--- src/rtl/fetch_pc_unit.sv ---
// Fetch-stage PC generator: owns the fetch PC, drives the imem req/ack handshake,
// applies branch/trap redirects and hands a stall-qualified PC to decode.
module fetch_pc_unit #(
    parameter int unsigned     XLEN         = 64,
    parameter logic [XLEN-1:0] RESET_VECTOR = '0,
    parameter int unsigned     INSTR_BYTES  = 4
) (
    input  logic            clk,
    input  logic            rst_n,
    input  logic            stall,
    input  logic            redirect_valid,
    input  logic [XLEN-1:0] redirect_pc,
    input  logic            trap_valid,
    input  logic [XLEN-1:0] trap_pc,
    output logic            imem_req,
    output logic [XLEN-1:0] imem_addr,
    input  logic            imem_ack,
    output logic [XLEN-1:0] out_pc,
    output logic            out_valid,
    output logic            misalign_err
);

    localparam logic [XLEN-1:0] OffMask = XLEN'(INSTR_BYTES - 1);
    localparam logic [XLEN-1:0] PcStep  = XLEN'(INSTR_BYTES);

    typedef enum logic [1:0] {StBoot, StReq, StHold} state_e;

    state_e          state_q, state_d;
    logic [XLEN-1:0] pc_q, pc_d;
    logic [XLEN-1:0] addr_q, addr_d;
    logic            kill_q, kill_d;
    logic [XLEN-1:0] out_pc_q, out_pc_d;
    logic            out_valid_q, out_valid_d;
    logic            misalign_q, misalign_d;

    logic [XLEN-1:0] tgt;
    logic [XLEN-1:0] tgt_aligned;
    logic            tgt_misaligned;
    logic            redir;
    logic            slot_free;
    logic [XLEN-1:0] pc_inc;

    always_comb begin
        tgt            = trap_valid ? trap_pc : redirect_pc;
        redir          = trap_valid | redirect_valid;
        tgt_aligned    = tgt & ~OffMask;
        tgt_misaligned = |(tgt & OffMask);
        slot_free      = !out_valid_q || !stall;
        pc_inc         = pc_q + PcStep;
    end

    always_comb begin
        state_d     = state_q;
        pc_d        = pc_q;
        addr_d      = addr_q;
        kill_d      = kill_q;
        out_pc_d    = out_pc_q;
        // A held instruction survives only while decode is stalled.
        out_valid_d = out_valid_q & stall;
        misalign_d  = 1'b0;

        unique case (state_q)
            StBoot: begin
                state_d = StReq;
                addr_d  = pc_q;
            end

            StReq: begin
                if (redir) begin
                    pc_d        = tgt_aligned;
                    out_valid_d = 1'b0;
                    misalign_d  = tgt_misaligned;
                    if (imem_ack) begin
                        addr_d = tgt_aligned;
                        kill_d = 1'b0;
                    end else begin
                        // Request already on the bus must complete unchanged; drop its response.
                        kill_d = 1'b1;
                    end
                end else if (imem_ack && kill_q) begin
                    kill_d = 1'b0;
                    addr_d = pc_q;
                end else if (imem_ack && slot_free) begin
                    out_pc_d    = addr_q;
                    out_valid_d = 1'b1;
                    pc_d        = pc_inc;
                    addr_d      = pc_inc;
                end else if (imem_ack) begin
                    state_d     = StHold;
                    out_valid_d = out_valid_q;
                end
            end

            StHold: begin
                if (redir) begin
                    pc_d        = tgt_aligned;
                    addr_d      = tgt_aligned;
                    out_valid_d = 1'b0;
                    misalign_d  = tgt_misaligned;
                    state_d     = StReq;
                end else if (slot_free) begin
                    out_pc_d    = pc_q;
                    out_valid_d = 1'b1;
                    pc_d        = pc_inc;
                    addr_d      = pc_inc;
                    state_d     = StReq;
                end
            end

            default: begin
                state_d = StBoot;
            end
        endcase
    end

    always_ff @(posedge clk or negedge rst_n) begin
        if (!rst_n) begin
            state_q     <= StBoot;
            pc_q        <= RESET_VECTOR;
            addr_q      <= RESET_VECTOR;
            kill_q      <= 1'b0;
            out_pc_q    <= '0;
            out_valid_q <= 1'b0;
            misalign_q  <= 1'b0;
        end else begin
            state_q     <= state_d;
            pc_q        <= pc_d;
            addr_q      <= addr_d;
            kill_q      <= kill_d;
            out_pc_q    <= out_pc_d;
            out_valid_q <= out_valid_d;
            misalign_q  <= misalign_d;
        end
    end

    assign imem_req     = (state_q == StReq);
    assign imem_addr    = addr_q;
    assign out_pc       = out_pc_q;
    assign out_valid    = out_valid_q;
    assign misalign_err = misalign_q;

`ifndef SYNTHESIS
    addr_stable_a : assert property (@(posedge clk) disable iff (!rst_n)
        imem_req && !imem_ack |=> $stable(imem_addr));
`endif

endmodule

--- config.mk ---
export PLATFORM = sky130hd
export DESIGN_NAME = fetch_pc_unit
export DESIGN_NICKNAME = d
export VERILOG_FILES = /design/src/rtl/fetch_pc_unit.sv
export SDC_FILE = /design/constraint.sdc
export NUM_CORES = 1
export LEC_CHECK = 0
export BUFFER_PORTS_ARGS = -buffer_cell sky130_fd_sc_hd__clkbuf_2
export CORE_MARGIN = 2
export CORE_UTILIZATION = 48
export DETAILED_ROUTE_END_ITERATION = 7
export PLACE_DENSITY_LB_ADDON = 0.2
export SYNTH_ARGS = -nofsm -noshare
export SYNTH_HDL_FRONTEND = slang
export SYNTH_SLANG_ARGS = --single-unit
export TNS_END_PERCENT = 5
--- constraint.sdc ---
create_clock -name clk -period 2.9 [get_ports clk]
set_input_delay 0.29 -clock clk [delete_from_list [all_inputs] [get_ports clk]]
set_output_delay 0.29 -clock clk [all_outputs]
set_load 0.01 [all_outputs]
# Word-level counts from Yosys, hierarchy flattened
# Index checks and enable logic that the tools add are counted.
classes:
  add_sub_neg: 1
  bitwise_logic: 2
  n_eq_ne: 15
  n_mux: 36
  n_reduce_logical: 16
op_table:
  columns: ["operator", "n"]
  rows:
  - ["$mux W64", 14]
  - ["$pmux W64 S2", 2]
  - ["$pmux W64 S3", 1]
  - ["$add A64 B3 Y64 const B", 1]
  - ["$mux W2", 6]
  - ["$mux W1", 11]
  - ["$ne A2 B2 Y1 const B", 5]
  - ["$ne A3 B3 Y1 const B", 3]
  - ["$reduce_and A4 Y1", 2]
  - ["$pmux W2 S3", 1]
  - ["$reduce_and A6 Y1", 1]
  - ["$ne A5 B2 Y1 const B", 1]
  - ["$reduce_and A5 Y1", 1]
  - ["$ne A2 B1 Y1 const B", 2]
  - ["$ne A4 B1 Y1 const B", 1]
  - ["$reduce_bool A2 Y1", 2]
  - ["$reduce_or A2 Y1", 2]
  - ["$ne A3 B1 Y1 const B", 1]
  - ["$reduce_bool A3 Y1", 1]
  - ["$eq A2 B1 Y1 const B", 1]
  - ["$eq A2 B2 Y1 const B", 1]
  - ["$logic_and A1 B1 Y1", 2]
  - ["$logic_not A1 Y1", 2]
  - ["$logic_not A2 Y1", 1]
  - ["other kinds (5)", 5]
totals:
  output_inout_bits: 131
  word_cells: 77
  inputBits: 134
  ff_bits: 197

# Logic depth before layout (Yosys ltp)
# Gate-level depths: netlist of the first run.
logic_depth:
  word_depth: 7
  ltp_mapped: 11
  ltp_nobuf: 9

# Worst setup path after synthesis of the first run
# Ideal clock, no wire load.
synth_timing:
  kind: "register to register"
  startpoint: "register state_q[1]"
  endpoint: "register addr_q[42], in the netlist imem_addr[42]"
  setup_ns: 0.131
  path_stages_with_launch: 12
  arrival_time_ns: 2.416
  slack_ns: 0.353
  n_path_buf: 3
  path_cell_list: "dfrtp_1 > inv_1 > ha_1 > or2_2 > clkbuf_1 > nand3_1 > o211a_1 > clkbuf_1 > buf_1 > o221ai_1 > o221ai_1 > o41ai_1"
synth_via:
  elab_chain_len: 3
  word_cells_on_any_way: 9
  cone_classes: "5 x eq/ne; 1 x mux; 3 x reduce/logical"
synth_lines:
  columns: ["element", "line_no", "source"]
  rows:
  - ["start, declared", "28", "state_e state_q, state_d;"]
  - ["start signal, assigned", "118", "state_q <= StBoot;"]
  - ["start signal, assigned", "126", "state_q <= state_d;"]
  - ["$eq A2 B1 Y1 (*)", null, null]
  - ["via imem_req", "15", "output logic imem_req,"]
  - ["$ne A4 B1 Y1 (no line) (tied with other cells)", null, null]
  - ["$reduce_and A4 Y1 (no line)", null, null]
  - ["end signal, assigned", "128", "addr_q <= addr_d;"]
  - ["end, declared", "30", "logic [XLEN-1:0] addr_q, addr_d;"]
# The timed path passes the listed nets; every way through them passes the cells marked *.
# A chain may end at the register's enable or synchronous reset.

# Final worst setup path of the first run
layout_timing:
  startpoint: "register pc_q[11]"
  endpoint: "register addr_q[41], in the netlist imem_addr[41]"
layout_via:
  elab_chain_len: 5
  word_cells_on_any_way: 7
  cone_classes: "1 x add/sub; 6 x mux"
layout_lines:
  columns: ["element", "line_no", "source"]
  rows:
  - ["start, declared", "29", "logic [XLEN-1:0] pc_q, pc_d;"]
  - ["start signal, assigned", "127", "pc_q <= pc_d;"]
  - ["$add A64 B3 Y64 (*)", "49", "pc_inc = pc_q + PcStep;"]
  - ["$mux W64", "83", "end else if (imem_ack && slot_free) begin"]
  - ["$mux W64", "80", "end else if (imem_ack && kill_q) begin"]
  - ["$mux W64", "69", "if (redir) begin"]
  - ["$pmux W64 S3 (*)", "62", "unique case (state_q)"]
# Mark *: on every way between the ends. The rest lies on a longest branch, timed or not. The select of a mux whose other input is x is not followed.

==> flow_summary.json, run 1 <==
{
  "status": "finished clean",
  "synth_top_cell_area_share": 0.3741,
  "vias_per_cell": 6.503,
  "gp_congestion": 0.9927,
  "first_global_vias": 13690,
  "routed_wirelength_um": 50930,
  "avgRoutedWirePerCell_um": 22.71,
  "fin_crit_ns": 2.835,
  "fin_area_um2": 15870,
  "power_density_nw_per_um2": 1076,
  "synthArstFlopShare": 1.000,
  "path_buf_inv": 0,
  "synth_compound_area_frac": 0.2726,
  "drt_first_pass_iters": 8,
  "hold_violations": 0,
  "rows": 60,
  "tightestPinTransition_ns": 0.9126,
  "hpwl_um": 36010,
  "hold_class": "primary input to flop",
  "dpl.cell_count": 2212,
  "grt_util_all_layers": 0.3508,
  "antenna_found_initial": 0,
  "synth_fp_nets": 1802,
  "clk_pin_slew_worst_paths_ns": 0.08,
  "cp_slowest_cell": "nor4_1",
  "worstPathMaxFanout": 9,
  "worst_skew_pair.late_latency_ns": 0.45,
  "netlist_area_um2": 13180,
  "ys_types": 75,
  "htreeDepth": 4,
  "synth_mux_area_frac": 0.05013,
  "ios": 265,
  "worstHoldStart": "imem_ack",
  "synth-adder-area-share": 0.004747,
  "die-area_um2": 28800,
  "rsz0062_at_grt": "yes",
  "setup_violations": 0,
  "required_ns": 3.28,
  "overflow": 0,
  "root_buffer": "clkbuf_16",
  "postSynthAreaPerCell_um2": 7.925,
  "power_uw": 17080,
  "max_cap_violations": 0,
  "drt_iter0_drc": 1853,
  "holdWs_ns": 0.1442,
  "io_buffers": 264,
  "synth_top_area_cell": "dfrtp_1",
  "period_share": 0.9777,
  "coreArea_um2": 26950,
  "syn_inst": 1663,
  "r2r-start": "pc_q[11]",
  "max_freq_ghz": 0.3527,
  "ant_nets": 0,
  "drc": 0,
  "synth_area_leaders": "dfrtp_1, a21oi_1, nor2_1",
  "dp_slack_ns": 0.1136,
  "synth-simple-area-share": 0.2113,
  "ir_drop_uv": 630.3,
  "maxSlewViolCount": 0,
  "clk_path_buf_depth": 2,
  "seq_area_frac_synth": 0.3741,
  "synth_ff_type": "dfrtp_1",
  "synthToLayoutAreaGrowth_pct": 20.45,
  "ys_warn_count": 0,
  "cp-end-kind": "flop",
  "worstSetupStartpoint": "pc_q[11]",
  "synth_top_family_by_area": "compound AO/OA/AOI/OAI gates",
  "arrival_ns": 3.22,
  "synth_seq_cells": 197,
  "synth-xor-area-share": 0.02725,
  "worst_setup_path_start_kind": "flop",
  "drive_above_1_share": 0.2336,
  "numCtsBuffers": 17,
  "crit_type": "flop to flop",
  "place_area_um2": 15270,
  "vias": 14590,
  "fin_skew_ns": 0.01634,
  "post_cts_buffers": 0,
  "cpPeakStageDelay_ns": 0.59,
  "cts_tree": "built",
  "dieHeight_um": 169.7,
  "synth_edf_count": 0,
  "grt_max_degree": 98,
  "cpLargestDelayFamily": "simple AND/OR/NAND/NOR gates",
  "p_leak_uw": 0.006565,
  "initial_core_util": 0.4890,
  "slew_headroom": 0.3916,
  "die_w_um": 169.7,
  "path_cells": "nand4_1 > or3_4 > nor4_1 > nand3_1 > or3_1 > a21oi_1 > o22a_1",
  "cts_sinks": 197,
  "fin_ws_ns": 0.06469,
  "final_cells": 2243,
  "fin_nets": 2030,
  "grt_pass1_wl_um": 78540
}
## worst paths after layout
kind / to / slack [ns] / depth (start not counted)
worst max-delay path: imem_addr[41] / 0.06 / 7
worst min-delay path: kill_q / 0.14 / 2
worst max register to register: imem_addr[41] / 0.06 / 7
worst min register to register: imem_addr[10] / 0.51 / 2
max in group asynchronous: imem_addr[6] / 1.67 / 3
min in group asynchronous: out_pc[24] / 0.42 / 2
## cells in the mapped netlist, drive strengths merged, types with 25 or more instances
| master | count |
|---|---|
| clkbuf | 132 |
| a21oi | 214 |
| nor3 | 44 |
| dfrtp | 197 |
| xnor2 | 27 |
| inv | 25 |
| nor2 | 214 |
| nand3 | 59 |
| buf | 41 |
| o22a | 36 |
| o22ai | 37 |
| a31oi | 45 |
| nand2 | 109 |
| mux2i | 66 |
| nand4 | 41 |
| o21ai | 115 |
## metrics by stage
step             util  setup TNS (ns)
5_1_grt        0.5889       -0.006093
2_1_floorplan       -               0
4_1_cts        0.5882               0
3_5_place_dp   0.5665               0
6_report       0.5890               0
3_3_place_gp   0.5665               0
## cell usage in the layout, fill, tap and decap left out, types with 19 or more instances in the layout
cell type / instances
a21oi_1: 214
a31oi_1: 45
and3_1: 19
buf_4: 109
clkbuf_2: 263
dfrtp_1: 196
inv_1: 25
mux2i_1: 66
nand2_1: 109
nand3_1: 58
nand4_1: 39
nor2_1: 211
nor3_1: 40
o21ai_0: 113
o22a_1: 36
o22ai_1: 37
xnor2_1: 27
## routing by layer
metal	track usage	up-vias	wire length, um
li1	-	6568	-
met1	0.5016	6976	21640
met2	0.5377	908	22600
met3	0.06670	134	5160
met4	0.1104	0	1522
met5	0	-	0
## sequential cells by signal, indices dropped and copies added, names as in the netlist
signal        flops
state_q           2
kill_q            1
pc_q             64
misalign_err      1
out_pc           64
imem_addr        64
out_valid         1
## logic make-up (layout without fill, tap and decap cells)
| logic type | Yosys count | count (layout) |
|---|---|---|
| compound gates | 581 | 581 |
| simple gates | 574 | 574 |
| buf+inv | 199 | 437 |
| flops | 197 | 197 |
| mux | 66 | 66 |
| xor+xnor | 41 | 41 |
| fa+ha+maj | 5 | 5 |
| other cells | 0 | 1 |
## power breakdown
part           internal [uW]  total (uW)  switching, uW
logic                   3460        9060           5600
clock network           1280        2470           1190
registers               4090        5550           1460
## layout make-up
cell class	instances	area, um2
Multi-Input combinational cell	1267	7525
Fill cell	2460	11080
Inverter	26	97.59
Tap cell	341	426.7
Clock buffer	17	425.4
Antenna cell	1	2.502
Clock inverter	12	147.6
Timing Repair Buffer	382	2318
Sequential cell	197	4931
## repair_timing
item	CTS	global route
setup endpoints to repair	0	7
endpoints found under the hold margin	61	0
gates resized for setup	0	5
hold buffers	1	0
(Power assumes the default switching activity.)
==> run 2, diff against run 1 <==
--- a/config.mk
+++ b/config.mk
@@ -10,6 +10,7 @@
 export CORE_UTILIZATION = 48
 export DETAILED_ROUTE_END_ITERATION = 7
 export PLACE_DENSITY_LB_ADDON = 0.2
+export RECOVER_POWER = 100
 export SYNTH_ARGS = -nofsm -noshare
 export SYNTH_HDL_FRONTEND = slang
 export SYNTH_SLANG_ARGS = --single-unit
==> constraint.sdc (replaced) <==
create_clock -name clk -period 2.9 [get_ports clk]
set_input_delay 0.29 -clock clk [delete_from_list [all_inputs] [get_ports clk]]
set_output_delay 0.29 -clock clk [all_outputs]
set_load 0.05 [all_outputs]
==> run 2 against run 1 <==
Compared with the run above: count of clock-buffer cells in the layout did not move; sequential power barely moved; the run now ends with max-capacitance violations, max-slew violations left; via count barely moved; maximum frequency fell by 1.1%; setup slack got worse by 0.031 ns; design area fell by 1.5%; global-route usage did not move; combinational power rose by 27%; critical path depth did not move; flip-flop and latch count did not move; core utilization fell by 0.88 points; highest routed layer unchanged; register-to-register slack got worse by 0.03 ns.
==> flow_summary.json, run 2 (same netlist as run 1, synthesis figures left out) <==
{
  "violations": "max-capacitance violations, max-slew violations",
  "status": "finished with violations",
  "clk_pin_slew_worst_paths_ns": 0.08,
  "dieHeight_um": 169.7,
  "r2r_slack_ns": 0.03,
  "p_leak_uw": 0.006153,
  "coreArea_um2": 26950,
  "max_freq_ghz": 0.3488,
  "p_int_uw": 8556,
  "fillCellCount": 2555,
  "drive_above_1_share": 0.1615,
  "arrival_ns": 3.24,
  "grt_max_degree": 98,
  "drc": 0,
  "final_common_cell": "a21oi_1",
  "rows": 60,
  "clk_path_buf_depth": 2,
  "tightestPinTransition_ns": 1.839,
  "root_buffer": "clkbuf_16",
  "slew_headroom": -0.2260,
  "grt_util_all_layers": 0.3508,
  "io_buffers": 264,
  "synthToLayoutAreaGrowth_pct": 18.66,
  "vias_per_cell": 6.499,
  "hold_class": "primary input to flop",
  "drt_iter0_drc": 1873,
  "worst_setup_path_start_kind": "flop",
  "fin_ws_ns": 0.03326,
  "maxSlewViolCount": 63,
  "setup_violations": 0,
  "cp-end-kind": "flop",
  "crit_type": "flop to flop",
  "fin_skew_ns": 0.01568,
  "rsz0062_at_grt": "yes",
  "hold_violations": 0,
  "fin_crit_ns": 2.867,
  "period_share": 0.9885,
  "cts_sinks": 197,
  "first_global_vias": 13690,
  "final_cell_mix": "a21oi_1, nor2_1, dfrtp_1",
  "reg2reg_depth": 7,
  "power.share.switching": 0.5617,
  "drt_first_pass_iters": 8,
  "die-area_um2": 28800,
  "grt_pass1_wl_um": 78540,
  "holdPathStages": 2,
  "dp_slack_ns": 0.1136,
  "ir_drop_uv": 764.9,
  "fin_nets": 2030,
  "hpwl_um": 36010,
  "overflow": 0,
  "required_ns": 3.28,
  "initial_core_util": 0.4890,
  "avgRoutedWirePerCell_um": 22.79,
  "max_cap_violations": 1,
  "die_w_um": 169.7,
  "htreeDepth": 4,
  "clkPwrFrac": 0.126,
  "vias": 14580,
  "routed_wirelength_um": 51130,
  "seq_power_share": 0.284,
  "ios": 265,
  "power_density_nw_per_um2": 1248,
  "gp_congestion": 0.9927,
  "comb_power_share": 0.589,
  "post-route-util": 0.5802,
  "switchingPower_uw": 10970,
  "worstPathMaxFanout": 9,
  "worst_skew_pair.late_latency_ns": 0.45,
  "numCtsBuffers": 17,
  "cts_tree": "built",
  "antenna_found_initial": 0,
  "ant_nets": 0
}
run 2: area by class of cell:
cell class                 instances  area [um2]  share of cell area
inverter                          26       97.59            0.006241
antenna                            1       2.502           0.0001600
tap                              341       426.7             0.02728
multi-input combinational       1267        7515              0.4806
clock buffer                      17       425.4             0.02720
clock inverter                    12       147.6            0.009442
timing repair buffer             382        2092              0.1338
sequential                       197        4931              0.3153
run 2: stage by stage:
stage	setup TNS (ns)	instances	hold slack [ns]	total power (uW)	cell area [um2]
4_1_cts	0	2242	0.1296	19630	15850
3_5_place_dp	0	2212	0.3401	17120	15270
2_1_floorplan	0	1663	-0.005591	13460	13180
5_1_grt	-0.007137	2242	0.1423	20570	15640
6_report	0	2243	0.1482	19520	15640
3_3_place_gp	0	2212	0.3462	16940	15270
run 2: power groups by stage:
stage	registers [uW]	logic (uW)	clock network [uW]
after detailed placement	5540	11600	0
after CTS	5500	11600	2490
final	5550	11500	2470
after floorplan	7900	5550	0
after global placement	5510	11400	0
after global routing	5690	12300	2590
run 2: layer usage:
layer | GRT usage | up-vias | wire length (um)
li1 | - | 6571 | -
met1 | 0.5016 | 6965 | 22030
met2 | 0.5377 | 906 | 22710
met3 | 0.06670 | 136 | 4927
met4 | 0.1104 | 0 | 1461
met5 | 0 | - | 0
run 2: what timing repair did:
item | 4_1_cts | 5_1_grt
hold endpoints to repair | 61 | 0
gates resized for setup | 0 | 5
endpoints found under the setup margin | 0 | 7
buffers inserted | 0 | 0
hold buffers | 1 | 0
run 2: path summary, 6_finish.rpt:
kind / to / from
worst max-delay path: imem_addr[41] / pc_q[11]
max in group asynchronous: imem_addr[6] / rst_n
min in group asynchronous: out_pc[26] / rst_n
worst min register to register: imem_addr[10] / imem_addr[10]
worst min-delay path: kill_q / imem_ack
worst max register to register: imem_addr[41] / pc_q[11]
run 2: critical path, cell delays in order, from the launching register on:
cell     delay [ns]
dfrtp_1        0.57
nand4_1        0.29
or3_4          0.44
nor4_1         0.60
nand3_1        0.24
or3_1          0.36
a21oi_1        0.15
o22a_1         0.14
==> run 3, diff against run 2 <==
--- a/config.mk
+++ b/config.mk
@@ -9,7 +9,7 @@
 export CORE_MARGIN = 2
 export CORE_UTILIZATION = 48
 export DETAILED_ROUTE_END_ITERATION = 7
-export PLACE_DENSITY_LB_ADDON = 0.2
+export PLACE_DENSITY = 0.8
 export RECOVER_POWER = 100
 export SYNTH_ARGS = -nofsm -noshare
 export SYNTH_HDL_FRONTEND = slang
==> run 3 against run 2 <==
Compared with the run above: the run still ends with max-capacitance violations, max-slew violations left; die area unchanged; clock skew up 0.0016 ns; cell count unchanged; largest cell class unchanged.
==> flow_summary.json, run 3 (same netlist as run 1, synthesis figures left out) <==
{
  "status": "finished with violations",
  "violations": "max-capacitance violations, max-slew violations",
  "max_freq_ghz": 0.3481,
  "die_w_um": 169.7,
  "seq_area_um2": 4931,
  "p_leak_uw": 0.006096,
  "cp-end-kind": "flop",
  "io_buffers": 264,
  "path_buf_inv": 1,
  "worstReg2RegEnd": "imem_addr[45]",
  "hold_class": "primary input to flop",
  "die-area_um2": 28800,
  "fin_nets": 2027,
  "final_common_cell": "a21oi_1",
  "clk_path_buf_depth": 2,
  "cpLargestDelayFamily": "simple AND/OR/NAND/NOR gates",
  "fin_skew_ns": 0.01729,
  "setup-tns-final_ns": 0,
  "dp_slack_ns": 0.1419,
  "antenna_found_initial": 0,
  "fillCellCount": 2531,
  "numCtsBuffers": 17,
  "worstSetupStartpoint": "pc_q[42]",
  "ant_nets": 0,
  "setup_violations": 0,
  "grt_max_degree": 95,
  "power_density_nw_per_um2": 1249,
  "clk_pin_slew_worst_paths_ns": 0.08,
  "cts_tree": "built",
  "ir_drop_uv": 712.9,
  "initial_core_util": 0.4890,
  "crit_type": "flop to flop",
  "htreeDepth": 4,
  "worst_skew_pair.late_latency_ns": 0.45,
  "max_cap_violations": 1,
  "hold_end": "kill_q",
  "cts_sinks": 197,
  "overflow": 0,
  "drt_first_pass_iters": 6,
  "fin_crit_ns": 2.872,
  "vias_per_cell": 6.570,
  "dieHeight_um": 169.7,
  "root_buffer": "clkbuf_16",
  "grt_pass1_wl_um": 77370,
  "rsz0062_at_grt": "yes",
  "r2r_slack_ns": 0.03,
  "arrival_ns": 3.18,
  "busiest_layer": "met2",
  "multi_input_area_um2": 7500,
  "grt_util_all_layers": 0.3436,
  "required_ns": 3.21,
  "worstHoldStart": "imem_ack",
  "routed_wirelength_um": 50180,
  "avgRoutedWirePerCell_um": 22.37,
  "drive_above_1_share": 0.1583,
  "gr-usage-met3": 0.06903,
  "cpPeakStageDelay_ns": 0.59,
  "r2r-start": "pc_q[42]",
  "cp_slowest_cell": "or3_1",
  "rows": 60,
  "path_cells": "nand4_1 > or3_1 > nor4_4 > buf_4 > nand3_1 > o21ai_0 > nor4b_1 > o32ai_1",
  "worst_setup_path_start_kind": "flop",
  "slew_headroom": -0.3118,
  "first_global_vias": 13620,
  "fin_ws_ns": 0.02753,
  "final_cell_mix": "a21oi_1, nor2_1, dfrtp_1",
  "hold_violations": 0,
  "tightestPinTransition_ns": 1.968,
  "gp_congestion": 0.9764,
  "worstSetupPathDepth": 8,
  "reg2reg_depth": 8,
  "met1_usage": 0.4830,
  "vias": 14740,
  "drc": 0,
  "use_met2": 0.5317,
  "holdPathStages": 2,
  "synthToLayoutAreaGrowth_pct": 17.99,
  "drt_iter0_drc": 2100,
  "worstPathMaxFanout": 7,
  "maxSlewViolCount": 67,
  "coreArea_um2": 26950,
  "hpwl_um": 35560,
  "ios": 265,
  "period_share": 0.9905,
  "post-route-util": 0.5770
}
-- run 3: cell types whose count changed in the layout (fill, tap and decap cells not counted), moves of 3 or more --
cell      previous run  this run
buf_4              101        86
clkbuf_1           134       141
clkbuf_2           139       143
clkbuf_4             0         4
clkinv_2             0         3
nor3_2               1         4
-- run 3: timing repair --
action / 4_1_cts / 5_1_grt
endpoints found under the setup margin: 0 / 9
buffers inserted: 0 / 1
endpoints found under the hold margin: 65 / 0
hold buffers: 1 / 0
resized for setup: 0 / 5
-- run 3: worst max-delay path by stage --
stage	end	slack, ns
CTS	imem_addr[47]	0.11
global placement	imem_addr[47]	0.17
global route	imem_addr[61]	-0.07
finish	imem_addr[45]	0.03
floorplan	imem_addr[23]	0.04
detailed placement	imem_addr[47]	0.14
-- run 3: through the flow --
step                hold slack (ns)  power (uW)  instances  instance area, um2
CTS                          0.1093       19590       2241               15830
finish                       0.1216       19420       2243               15550
floorplan                 -0.005591       13460       1663               13180
global route                 0.1438       20460       2242               15550
global placement             0.3597       16870       2208               15240
detailed placement           0.3626       17110       2208               15240
-- run 3: cell type report --
class | instances | share of cell area
multi-input cells | 1267 | 0.4823
flip-flops and latches | 197 | 0.3171
repair buffers | 379 | 0.1293
clock buffers | 18 | 0.02824
well taps | 341 | 0.02744
clock inverters | 14 | 0.009173
inverters | 26 | 0.006276
diodes | 1 | 0.0001609
-- run 3: per-layer routing --
metal	share of wire	vias up
met5	0	-
met4	0.030	0
met3	0.12	139
met2	0.44	1066
met1	0.41	6972
li1	-	6560
-- run 3: where the power goes --
group          leakage (uW)  internal (uW)  switching (uW)
clock              0.000284           1240            1220
sequential          0.00226           4100            1460
combinational       0.00356           3130            8290
